### config.mk
export PLATFORM = sky130hd
export DESIGN_NAME = div_seq_unit_flat
export DESIGN_NICKNAME = d
export VERILOG_FILES = /design/src/rtl/div_seq_unit_if.sv /design/src/rtl/div_seq_unit.sv /design/src/flat_wrapper.sv
export SDC_FILE = /design/constraint.sdc
export NUM_CORES = 1
export LEC_CHECK = 0
export BUFFER_PORTS_ARGS = -buffer_cell sky130_fd_sc_hd__buf_2
export CAP_MARGIN = 25
export CORE_UTILIZATION = 58
export DETAILED_ROUTE_END_ITERATION = 16
export HOLD_SLACK_MARGIN = 0.1
export PLACE_DENSITY_LB_ADDON = 0.15
export SLEW_MARGIN = 20
export SYNTH_ARGS = -nofsm -noshare
export SYNTH_HDL_FRONTEND = slang
export SYNTH_SLANG_ARGS = --single-unit
### constraint.sdc
create_clock -name Clock -period 3.09 [get_ports Clock]
set_clock_uncertainty 0.15 [all_clocks]
set_input_delay 0.618 -clock Clock [delete_from_list [all_inputs] [get_ports Clock]]
set_output_delay 0.618 -clock Clock [all_outputs]
set_load 0.1 [all_outputs]
### src/rtl/div_seq_unit_if.sv
// Operand/result handshake and scan signals of the sequential divider.
// The operand source (master) drives Start, operands and scan controls;
// the divider (slave) returns status, results and scan data out.
interface div_seq_unit_if #(
  parameter int WIDTH = 8
);
  logic             Start;
  logic [WIDTH-1:0] Dividend;
  logic [WIDTH-1:0] Divisor;
  logic             Busy;
  logic             Done;
  logic             DivByZero;
  logic [WIDTH-1:0] Quotient;
  logic [WIDTH-1:0] Remainder;
  logic             Test;
  logic             SDI;
  logic             SDO;

  modport master (
    output Start, Dividend, Divisor, Test, SDI,
    input  Busy, Done, DivByZero, Quotient, Remainder, SDO
  );

  modport slave (
    input  Start, Dividend, Divisor, Test, SDI,
    output Busy, Done, DivByZero, Quotient, Remainder, SDO
  );
endinterface

### src/rtl/div_seq_unit.sv
// Sequential restoring divider: unsigned WIDTH/WIDTH -> quotient, remainder.
// One quotient bit per clock, start/done handshake, divide-by-zero flag and
// a full-state scan chain (QReg -> Acc -> DivReg) for test access.
module div_seq_unit #(
  parameter int WIDTH = 8
) (
  input  logic          Clock,
  input  logic          nReset,
  div_seq_unit_if.slave bus
);

  localparam int CNT_W = $clog2(WIDTH + 1);

  typedef enum logic [1:0] {
    S_IDLE,
    S_CALC,
    S_DONE
  } state_e;

  state_e           state_q, state_d;
  logic [CNT_W-1:0] cnt_q,   cnt_d;
  logic [WIDTH-1:0] acc_q,   acc_d;
  logic [WIDTH-1:0] div_q,   div_d;
  logic [WIDTH-1:0] qreg_q,  qreg_d;
  logic             dbz_q,   dbz_d;

  // Partial remainder shifted left with the next dividend bit brought in.
  logic [WIDTH:0]   trial;
  logic [WIDTH-1:0] diff;
  logic             no_borrow;

  // One restoring step: trial subtract of the divisor from the shifted remainder.
  always_comb begin
    trial     = {acc_q, qreg_q[WIDTH-1]};
    no_borrow = (trial >= {1'b0, div_q});
    diff      = trial[WIDTH-1:0] - div_q;
  end

  // Next state: scan shift in test mode, otherwise the divide controller.
  always_comb begin
    // NOTE: every target gets a hold-value default first so no path through
    // the case below leaves a variable unassigned (which would infer a latch).
    state_d = state_q;
    cnt_d   = cnt_q;
    acc_d   = acc_q;
    div_d   = div_q;
    qreg_d  = qreg_q;
    dbz_d   = dbz_q;

    if (bus.Test) begin
      // Controller frozen; datapath registers form one 3*WIDTH shift chain.
      qreg_d = {qreg_q[WIDTH-2:0], bus.SDI};
      acc_d  = {acc_q[WIDTH-2:0],  qreg_q[WIDTH-1]};
      div_d  = {div_q[WIDTH-2:0],  acc_q[WIDTH-1]};
    end else begin
      unique case (state_q)
        S_IDLE, S_DONE: begin
          if (state_q == S_DONE) state_d = S_IDLE;
          if (bus.Start) begin
            if (bus.Divisor != '0) begin
              qreg_d  = bus.Dividend;
              acc_d   = '0;
              div_d   = bus.Divisor;
              cnt_d   = CNT_W'(WIDTH);
              dbz_d   = 1'b0;
              state_d = S_CALC;
            end else begin
              // No iteration: report all-ones quotient, dividend as remainder.
              qreg_d  = '1;
              acc_d   = bus.Dividend;
              dbz_d   = 1'b1;
              state_d = S_DONE;
            end
          end
        end
        S_CALC: begin
          if (no_borrow) begin
            acc_d  = diff;
            qreg_d = {qreg_q[WIDTH-2:0], 1'b1};
          end else begin
            acc_d  = trial[WIDTH-1:0];
            qreg_d = {qreg_q[WIDTH-2:0], 1'b0};
          end
          cnt_d = cnt_q - CNT_W'(1);
          if (cnt_q == CNT_W'(1)) state_d = S_DONE;
        end
        default: state_d = S_IDLE;
      endcase
    end
  end

  // State and datapath registers with synchronous active-low reset.
  always_ff @(posedge Clock) begin
    // NOTE: non-blocking assignments so every register samples the values
    // from before this edge, independent of statement order.
    if (!nReset) begin
      state_q <= S_IDLE;
      cnt_q   <= '0;
      acc_q   <= '0;
      div_q   <= '0;
      qreg_q  <= '0;
      dbz_q   <= 1'b0;
    end else begin
      state_q <= state_d;
      cnt_q   <= cnt_d;
      acc_q   <= acc_d;
      div_q   <= div_d;
      qreg_q  <= qreg_d;
      dbz_q   <= dbz_d;
    end
  end

  assign bus.Busy      = (state_q == S_CALC);
  assign bus.Done      = (state_q == S_DONE);
  assign bus.DivByZero = dbz_q;
  assign bus.Quotient  = qreg_q;
  assign bus.Remainder = acc_q;
  assign bus.SDO       = div_q[WIDTH-1];

endmodule
### src/flat_wrapper.sv
// flat-port wrapper written by rule: the top's interface ports become plain ports
module div_seq_unit_flat 
#(
  parameter int WIDTH = 8
)
  (Clock, nReset, bus_Start, bus_Dividend, bus_Divisor, bus_Test, bus_SDI, bus_Busy, bus_Done, bus_DivByZero, bus_Quotient, bus_Remainder, bus_SDO);
  div_seq_unit_if #(.WIDTH(WIDTH)) bus_i ();
  input  logic Clock;
  input  logic nReset;
  input wire logic [$bits(bus_i.Start)-1:0] bus_Start;
  input wire logic [$bits(bus_i.Dividend)-1:0] bus_Dividend;
  input wire logic [$bits(bus_i.Divisor)-1:0] bus_Divisor;
  input wire logic [$bits(bus_i.Test)-1:0] bus_Test;
  input wire logic [$bits(bus_i.SDI)-1:0] bus_SDI;
  output wire logic [$bits(bus_i.Busy)-1:0] bus_Busy;
  output wire logic [$bits(bus_i.Done)-1:0] bus_Done;
  output wire logic [$bits(bus_i.DivByZero)-1:0] bus_DivByZero;
  output wire logic [$bits(bus_i.Quotient)-1:0] bus_Quotient;
  output wire logic [$bits(bus_i.Remainder)-1:0] bus_Remainder;
  output wire logic [$bits(bus_i.SDO)-1:0] bus_SDO;
  assign bus_i.Start = bus_Start;
  assign bus_i.Dividend = bus_Dividend;
  assign bus_i.Divisor = bus_Divisor;
  assign bus_i.Test = bus_Test;
  assign bus_i.SDI = bus_SDI;
  assign bus_Busy = bus_i.Busy;
  assign bus_Done = bus_i.Done;
  assign bus_DivByZero = bus_i.DivByZero;
  assign bus_Quotient = bus_i.Quotient;
  assign bus_Remainder = bus_i.Remainder;
  assign bus_SDO = bus_i.SDO;
  div_seq_unit #(.WIDTH(WIDTH)) u_core (.Clock(Clock), .nReset(nReset), .bus(bus_i));
endmodule
==> flow_results.org, run 1 <==
** Status
- Outcome :: completed

** Pwr
- Power density of the placed cells :: 536 nW/µm²
- Overall power consumption :: 1.19 mW
- Summed over all cells, the static leakage comes to 0.915 nW.
- Largest vdd supply drop :: 0.000358 V

** Timing
- Tmin final :: 2.34 ns
- Actual slew at the worst max-slew pin :: 0.673 ns
- Headroom to the max-slew limit came out at 54.8%.
- The final max-slew violation count is 0.
- Unrepaired setup endpoints after global routing :: no
- Maximum frequency from static timing analysis :: 428 MHz
- Fin Setup TNS :: 0 ns
- After layout, the worst path uses 75.7% of the clock period.
- Number of hold-slack violations in the final timing report :: 0
- Setup violations remaining at the end of the flow were counted as 0.

** Yosys
- In this run, distinct cell masters in the synthesized netlist total 49.
- Proportion of synthesized chip area in sequential cells :: 31.9%
- Among all flip-flop cells after synthesis, the most frequent one is sky130_fd_sc_hd__dfxtp_1.
- Gate count after technology mapping :: 231
- Area of the mapped netlist :: 1950 µm²
- The Yosys step of the flow raised 0 warnings.
- Share of async-settable or async-resettable flops after synthesis :: 0%
- The number of nets handed over by synthesis was 263.
- The synthesized design contains 0 enable-type register cells.
- A synthesized cell averages 8.42 µm².
- Register bit count reported by yosys :: 31

** Clocking
- Clock tree from TritonCTS :: done
- Cts-stage hold buffer count :: 0
- After clock tree synthesis, the clock-pin slew on the worst setup and hold paths is 0.09 ns.
- Clk Latency, worst-skew pair :: 0.33 ns
- The H-tree was split into 2 levels.
- Post-cts gate resize count :: 0
- Buffers added to address setup during post-CTS repair amount to 0.
- The clock net in this run drives a total of 31 sinks.
- Counting along the longest clock path gives a buffer depth of 2.
- In this run the clock root is driven by a sky130_fd_sc_hd__clkbuf_4.
- Total clock buffers created by CTS :: 5

** Critical path
- Data on the critical path arrives at its endpoint at 2.40 ns.
- In this run the critical register-to-register path is captured at u_core.bus.Remainder[6].
- Origin of the worst setup path :: u_core.bus.Quotient[7]
- STA classifies the critical path endpoint as a register.
- The setup check on the worst reg-to-reg path leaves a slack of 0.75 ns.
- Along the worst path, the maximum fanout reaches 4.
- In this run the critical register-to-register path is launched from u_core.bus.Quotient[7].
- Setup crit start kind :: register
- The critical path is of the register to register type.
- The number of cells on the worst reg-to-reg path is 8.
- At the worst endpoint, the required time is 3.15 ns.

** Final layout
- Final-stage net count :: 302
- Layout cells sized above 1 :: 22.6%
- Most common cell after layout, fill and taps aside :: sky130_fd_sc_hd__buf_2
- In the layout the commonest cells are sky130_fd_sc_hd__buf_2 (40), sky130_fd_sc_hd__dfxtp_1 (31), sky130_fd_sc_hd__a21oi_1 (24), sky130_fd_sc_hd__nor2_1 (20), sky130_fd_sc_hd__inv_1 (16).
- # diodes :: 0
- Layout area overhead :: 14.3%

** Global route
- Via count of the first global-routing pass :: 1,779
- Grt total ovfl :: 0
- Pin count of the biggest net entering global routing :: 19
- Across every metal layer, demand over resource in global routing totals 30.9%.
- Wire length of the first global-routing pass :: 8180 µm
- Initial antenna violation count :: 0

** Detailed routing
- Summed over all layers, the routed wires come to 5090 µm.
- The detail route stage leaves a number of antenna-violating nets equal to 0.
- After the first detailed-routing iteration, the DRC count stood at 161.
- Number of iterations in the first detailed-routing pass :: 4
- Routed length per placed instance :: 16.2 µm
- The routed layout has 1,940 vias.
- Count of unresolved DRC violations after routing :: 0
- In the routed layout, each cell is associated on average with a via count of 6.18.

** Floorplan
- The floorplan step defined a die boundary enclosing 3590 µm².
- Row generation in the floorplan step produced 20 rows.
- The die is 59.9 µm tall.
- Width of the chip :: 59.9 µm
- The core region is 3130 µm².
- Initial core utilization :: 62.2%
- 41 I/O pins were placed.

** Min path
- Startpoint of the tightest hold check path :: u_core.bus.Quotient[3]
- Endpoint, Worst Hold :: u_core.bus.Quotient[4]
- The worst hold path was traced through 2 stages.
- In this run the worst hold path is classified as register to register.

** Flow run
- Max-cap violations in this run came to 0.

** Placement
- RePlAce Congestion :: 0.893
- Buffers placed on the I/O ports in this run total 40.
- The wire-length estimate of the detail-placed layout is 3810 µm.
==> critical path, stage by stage, from the launching register on <==
cell and delay, ns:
sky130_fd_sc_hd__dfxtp_1 0.39, sky130_fd_sc_hd__inv_1 0.08, sky130_fd_sc_hd__ha_1 0.23, sky130_fd_sc_hd__fa_1 0.41
sky130_fd_sc_hd__nand2b_1 0.19, sky130_fd_sc_hd__a211oi_1 0.31, sky130_fd_sc_hd__o22ai_1 0.16, sky130_fd_sc_hd__xor2_1 0.20
sky130_fd_sc_hd__o22ai_1 0.11
==> cells by family (layout without fill, tap and decap cells) <==
logic type / after synthesis / count (layout) / synth area share, %
buf+inv: 28 / 67 / 6.17
compound gates: 86 / 86 / 32.6
xor+xnor: 6 / 6 / 2.70
fa+ha+maj: 11 / 11 / 7.46
mux: 1 / 1 / 0.514
simple gates: 68 / 68 / 18.6
flops: 31 / 31 / 31.9
==> synth_stat cells (3+ instances only) <==
master / count / area share, %
sky130_fd_sc_hd__o221ai_1: 15 / 6.8
sky130_fd_sc_hd__ha_1: 10 / 6.4
sky130_fd_sc_hd__a221oi_1: 15 / 6.8
sky130_fd_sc_hd__nand2_1: 14 / 2.7
sky130_fd_sc_hd__xnor2_1: 4 / 1.8
sky130_fd_sc_hd__clkbuf_1: 5 / 0.96
sky130_fd_sc_hd__nor3b_1: 3 / 1.2
sky130_fd_sc_hd__o21ai_1: 3 / 0.77
sky130_fd_sc_hd__dfxtp_1: 31 / 32
sky130_fd_sc_hd__nand2b_1: 5 / 1.6
sky130_fd_sc_hd__or3_1: 7 / 2.3
sky130_fd_sc_hd__buf_2: 3 / 0.77
sky130_fd_sc_hd__o21ai_0: 4 / 1.0
sky130_fd_sc_hd__nor2b_1: 4 / 1.3
sky130_fd_sc_hd__inv_1: 16 / 3.1
sky130_fd_sc_hd__a211oi_1: 8 / 3.1
sky130_fd_sc_hd__nor2_1: 20 / 3.9
sky130_fd_sc_hd__a21oi_1: 24 / 6.2
sky130_fd_sc_hd__o22ai_1: 3 / 0.96
==> through the flow <==
stage	instance area (µm²)	setup slack (ns)	instances	utilization [%]	hold WS, ns
floorplan	1950	0.291	231	-	0.308
global placement	2170	0.652	307	69.3	0.309
detailed placement	2170	0.641	307	69.3	0.317
CTS	2220	0.784	314	71.1	0.330
global route	2220	0.594	314	71.1	0.358
finish	2220	0.752	314	71.1	0.327
==> per-layer routing <==
metal  vias up  track usage [%]  wire, µm
li1        957                -         -
met2        80             47.8      2340
met3        15             6.49       307
met5         -                0         0
met4         0             13.6       143
met1       888             41.5      2300
==> power by group <==
group,switching (mW),internal [mW]
Combinational,0.346,0.141
Sequential,0.0333,0.432
Clock,0.133,0.105
Total,0.513,0.678
==> worst max path at each step <==
stage                                         end  slack [ns]  depth (start not counted)
after floorplan           u_core.bus.Remainder[4]        0.29                          8
after global placement    u_core.bus.Remainder[6]        0.65                          6
after detailed placement  u_core.bus.Remainder[6]        0.64                          6
after CTS                 u_core.bus.Remainder[3]        0.78                          7
after global routing      u_core.bus.Remainder[2]        0.59                          6
final                     u_core.bus.Remainder[6]        0.75                          8
==> state kept, by name, indices dropped and copies added, names as in the netlist <==
| name | count |
|---|---|
| u_core.bus.Remainder | 8 |
| u_core.bus.DivByZero | 1 |
| u_core.state_q | 2 |
| u_core.div_q | 8 |
| u_core.cnt_q | 4 |
| u_core.bus.Quotient | 8 |
==> final cells by class <==
type / instances / area (µm²)
fillers: 288 / 905
multi-input cells: 172 / 1200
clock inverters: 1 / 5.00
flip-flops and latches: 31 / 621
inverters: 17 / 63.8
repair buffers: 43 / 223
clock buffers: 6 / 51.3
well taps: 44 / 55.1
Note: power is estimated with default switching activity, not from simulation.
==> run 2, diff against run 1 <==
Settings changed: ABC_AREA set to 1, CORE_UTILIZATION 58 to 55.
Clock period 3.09 ns to 2.34 ns, I/O delays scaled along.
==> run 2 against run 1 <==
Net effect:
- first-iteration DRC count down 24%
- core utilization down 3.1 points
- sequential cell count unchanged
- critical path depth down 5
- critical path type is now register to output port
- final area up 4.4%
- die area up 8.9%
- non-clock buffer count unchanged
- clock power up 57%
- via count up 5.3%
- hold slack worse by 0.086 ns
==> flow_results.org, run 2 <==
** Clocking
- Sink count of the clock tree :: 31 (unchanged)
- Total clock buffers created by CTS :: 5 (unchanged)
- Post-CTS setup buffer count :: 0 (unchanged)
- The maximum level of the CTS H-tree came to 2 (unchanged).
- Cell chosen for the clock root :: sky130_fd_sc_hd__clkbuf_4
- The insertion delay of the later-clocked pin in the worst-skew pair is 0.34 ns (about the same).
- The count of hold-fix buffers inserted at cts is 0 (unchanged).
- Post-cts gate resize count :: 0 (unchanged)
- Post-CTS clock slew at the launch and capture registers of the worst setup and hold paths :: 0.10 ns (about the same)
- Max Root-Sink Buffers :: 2 (unchanged)
- TritonCTS built the clock tree.

** Global route
- Grt total ovfl :: 0 (unchanged)
- Pin count of the biggest net entering global routing :: 20 (+1)
- The first-pass GRT wire length is 7970 µm (-2.6%).
- The total global-route track usage was 25.5% (-5.5 points).
- Met1 routing resource usage after global routing :: 32.0% (-9.5 points)
- met2 is the most crowded layer.
- Met3 Track Usage GR :: 5.47% (-1.0 points)
- Via count of the first global-routing pass :: 1,840 (+3.4%)
- The fraction of met2 tracks used by global routing was 42.1% (-5.7 points).
- The initial antenna violation count came to 0 (unchanged).

** Yosys
- The number of enable flip-flop cells after synthesis was 0 (unchanged).
- Register bit count reported by yosys :: 31 (unchanged)
- The number of different library cells in the post-synthesis netlist came to 32 (-35%).
- The share of Yosys cell area claimed by the top area cell type was 30.8% (-1.1 points).
- The sequential area share after synthesis came to 30.8% (-1.1 points).
- Most instantiated library cell after synthesis :: sky130_fd_sc_hd__nand2_1
- Gate count after technology mapping :: 283 (+23%)
- The average cell area after synthesis was 7.12 µm² (-15%).
- Area of the mapped netlist :: 2010 µm² (+3.5%)
- Top cells by area in the synthesized netlist :: sky130_fd_sc_hd__dfxtp_1 (31%), sky130_fd_sc_hd__a21oi_1 (11%), sky130_fd_sc_hd__nand2_1 (9.7%)
- Cell types with the highest counts after synthesis :: sky130_fd_sc_hd__nand2_1 (52), sky130_fd_sc_hd__a21oi_1 (44), sky130_fd_sc_hd__inv_1 (33)
- Cell type with the largest total area after synthesis :: sky130_fd_sc_hd__dfxtp_1
- Flip-flop cell with the highest count after synthesis :: sky130_fd_sc_hd__dfxtp_1
- The async set-or-reset flop fraction in the synthesized netlist came to 0% (unchanged).
- Number of nets produced by synthesis :: 315 (+20%)
- The yosys synthesis warning count came to 0 (unchanged).

** Critical path
- The worst setup path is of the register to output port kind.
- The slack of the worst reg-to-reg path was 0.42 ns (-0.33 ns).
- Crit-path cells :: inv_2 -> nor2_8 -> buf_2
- Buffers and inverters on the worst path :: 2 (+1)
- The endpoint identified for the worst register-to-register timing path is u_core.bus.Remainder[6].
- The worst setup path is captured at an output port.
- Slowest cell on the critical path :: sky130_fd_sc_hd__buf_2
- Largest fanout of any net on the critical path :: 15 (+11)
- Startpoint of the worst-slack reg-to-reg timing path :: u_core.bus.Quotient[7]
- The data arrival time at the worst-slack endpoint came to 1.54 ns (-0.86 ns).
- The depth of the worst register-to-register path was 11 (+3).
- Critical path's top delay family :: buffers and inverters
- Delay contributed by the slowest stage of the critical path :: 0.48 ns (+0.07 ns)
- The required time at the endpoint of the critical path came to 1.72 ns (-1.43 ns).
- Setup crit start kind :: register

** Timing
- Number of hold-slack violations in the final timing report :: 0 (unchanged)
- Tmin final :: 2.16 ns
- Worst setup slack after layout :: 0.181 ns (-0.571 ns)
- Dividing the final minimum period by the clock period gives 92.3%.
- The normalized max-slew margin is 67.8% (+13 points).
- Actual slew at the worst max-slew pin :: 0.487 ns (-0.186 ns)
- The final max-slew violation count was 0 (unchanged).
- Fin Setup TNS :: 0 ns (unchanged)
- Setup repair after global routing left no endpoint under its margin.
- The final count of negative-setup-slack endpoints was 0 (unchanged).
- Maximum frequency from static timing analysis :: 463 MHz

** Detailed routing
- The count of TritonRoute iterations in the first routing pass is 4 (unchanged).
- The via total after detailed routing is 2,042 (+5.3%).
- The number of DRC violations after detailed-routing iteration 0 is 122 (-24%).
- Count of nets left with antenna violations after detail routing :: 0 (unchanged)
- Total Routed Length :: 4830 µm (-5.1%)
- The average wire per cell in the routed design is 13.0 µm (-20%).
- The DRC violation count after routing was 0 (unchanged).
- The ratio of routed vias to standard cells is 5.50 (-11%).

** Placement
- The last weighted congestion value of the routability-driven placer was 0.913 (+2.3%).
- The area after detailed placement was 2250 µm² (+3.8%).
- Setup WS pre-CTS :: 0.457 ns (-0.184 ns)
- The count of port buffers added during placement came to 40 (unchanged).
- The detailed placement HPWL is 3610 µm (-5.4%).

** Min path
- The startpoint identified for the worst hold timing path is bus_Divisor[7].
- For hold timing, the worst endpoint is u_core.div_q[7].
- The cell depth of the worst hold path came to 3 (+1).
- Hold Crit Class :: primary input to register

** Final layout
- The top cell types in the final layout, fill and taps aside, are sky130_fd_sc_hd__nand2_1 (52), sky130_fd_sc_hd__a21oi_1 (44), sky130_fd_sc_hd__buf_2 (40), sky130_fd_sc_hd__inv_1 (33), sky130_fd_sc_hd__dfxtp_1 (22).
- Relative to the synthesized area, the layout overhead comes to 15.3%.
- The antenna cell count is 0 (unchanged).
- Leaving out fill and tap cells, the most frequent cell in the layout is sky130_fd_sc_hd__nand2_1.
- The fraction of layout instances using a drive strength above 1 was 23.7% (+1.1 points).
- Final-stage net count :: 356 (+18%)
- The utilization after layout is 68.0% (-3.1 points).
- Total non-filler cell area in the finished layout :: 2320 µm² (+4.4%)

** Floorplan
- Area enclosed by the die boundary :: 3910 µm² (+8.9%)
- Initial core utilization :: 59.0% (-3.2 points)
- Number of top-level pins :: 41 (unchanged)
- Core ar. :: 3420 µm² (+9.2%)
- Height of the chip :: 62.5 µm (+4.3%)
- Cell row count :: 21 (+5.0%)
- Width of the chip :: 62.5 µm (+4.3%)

** Pwr
- The sequential share of power is 35.7% (-3.4 points).
- Overall power consumption :: 1.74 mW (+46%)
- Standby leakage power :: 1.09 nW (+19%)
- The total power per unit cell area was 747 nW/µm² (+40%).
- P_int :: 959 µW (+41%)
- The relative contribution of combinational cells to total power is 42.7% (+1.8 points).
- Clock Power Share :: 21.6% (+1.6 points)
- Share of total power consumed by net switching :: 44.8% (+1.7 points)
- Largest vdd supply drop :: 0.000436 V (+22%)
- The net switching power figure came to 777 µW (+51%).

** Status
- Outcome :: completed

** Flow run
- Max Cap Viol :: 0 (unchanged)
==> run 2: power groups by stage <==
stage	registers, mW	clock network (mW)	logic (mW)
6_report	0.620	0.375	0.741
3_5_place_dp	0.631	0	0.738
3_3_place_gp	0.630	0	0.730
5_1_grt	0.626	0.397	0.809
2_1_floorplan	0.819	0	0.415
4_1_cts	0.619	0.381	0.740
==> run 2: logic make-up (layout without fill, tap and decap cells) <==
kind of cell,Yosys count,in the layout,share of synthesized area [%]
AND/OR/NAND/NOR,110,110,26.5
XOR/XNOR,4,4,1.74
buffers and inverters,46,88,9.81
flip-flops,31,31,30.8
adder cells (fa/ha/maj),11,11,7.21
AO/OA/AOI/OAI,81,81,24.0
==> run 2: worst max path at each step <==
stage	cells past startpoint	slack (ns)	endpoint	start
CTS	3	0.18	bus_Busy	u_core.state_q[0]
global placement	10	0.47	u_core.cnt_q[2]	bus_Divisor[7]
finish	3	0.18	bus_Busy	u_core.state_q[0]
floorplan	11	0.18	u_core.bus.Remainder[6]	u_core.bus.Quotient[7]
detailed placement	10	0.46	u_core.cnt_q[2]	bus_Divisor[3]
global route	3	0.12	bus_Busy	u_core.state_q[0]
==> run 2: worst register-to-register path, cell delays in order (launching register included) <==
cell and delay (ns):
sky130_fd_sc_hd__dfxtp_2 0.39, sky130_fd_sc_hd__inv_1 0.06, sky130_fd_sc_hd__ha_1 0.22, sky130_fd_sc_hd__fa_1 0.42, sky130_fd_sc_hd__inv_1 0.10, sky130_fd_sc_hd__nand3_1 0.10, sky130_fd_sc_hd__nand3_1 0.08, sky130_fd_sc_hd__nand2_1 0.05
sky130_fd_sc_hd__nand2_1 0.08, sky130_fd_sc_hd__nand2_1 0.06, sky130_fd_sc_hd__nand3_1 0.06, sky130_fd_sc_hd__a21oi_1 0.06
==> run 2: per-stage QoR <==
stage | instances | hold slack, ns
final | 371 | 0.241
after global placement | 363 | 0.281
after detailed placement | 363 | 0.285
after global routing | 371 | 0.254
after CTS | 371 | 0.235
after floorplan | 283 | 0.297
==> run 2: per-layer routing <==
metal,wire length (µm),up-vias
met5,0,-
met4,113,0
met2,2240,59
li1,-,1055
met3,256,11
met1,2220,917
==> run 2: area by class of cell <==
cell class | count | area [µm²]
Sequential cell | 31 | 632
Fill cell | 323 | 1090
Multi-Input combinational cell | 206 | 1200
Timing Repair Buffer | 43 | 223
Clock buffer | 7 | 65.1
Inverter | 37 | 139
Tap cell | 46 | 57.6
Clock inverter | 1 | 7.51
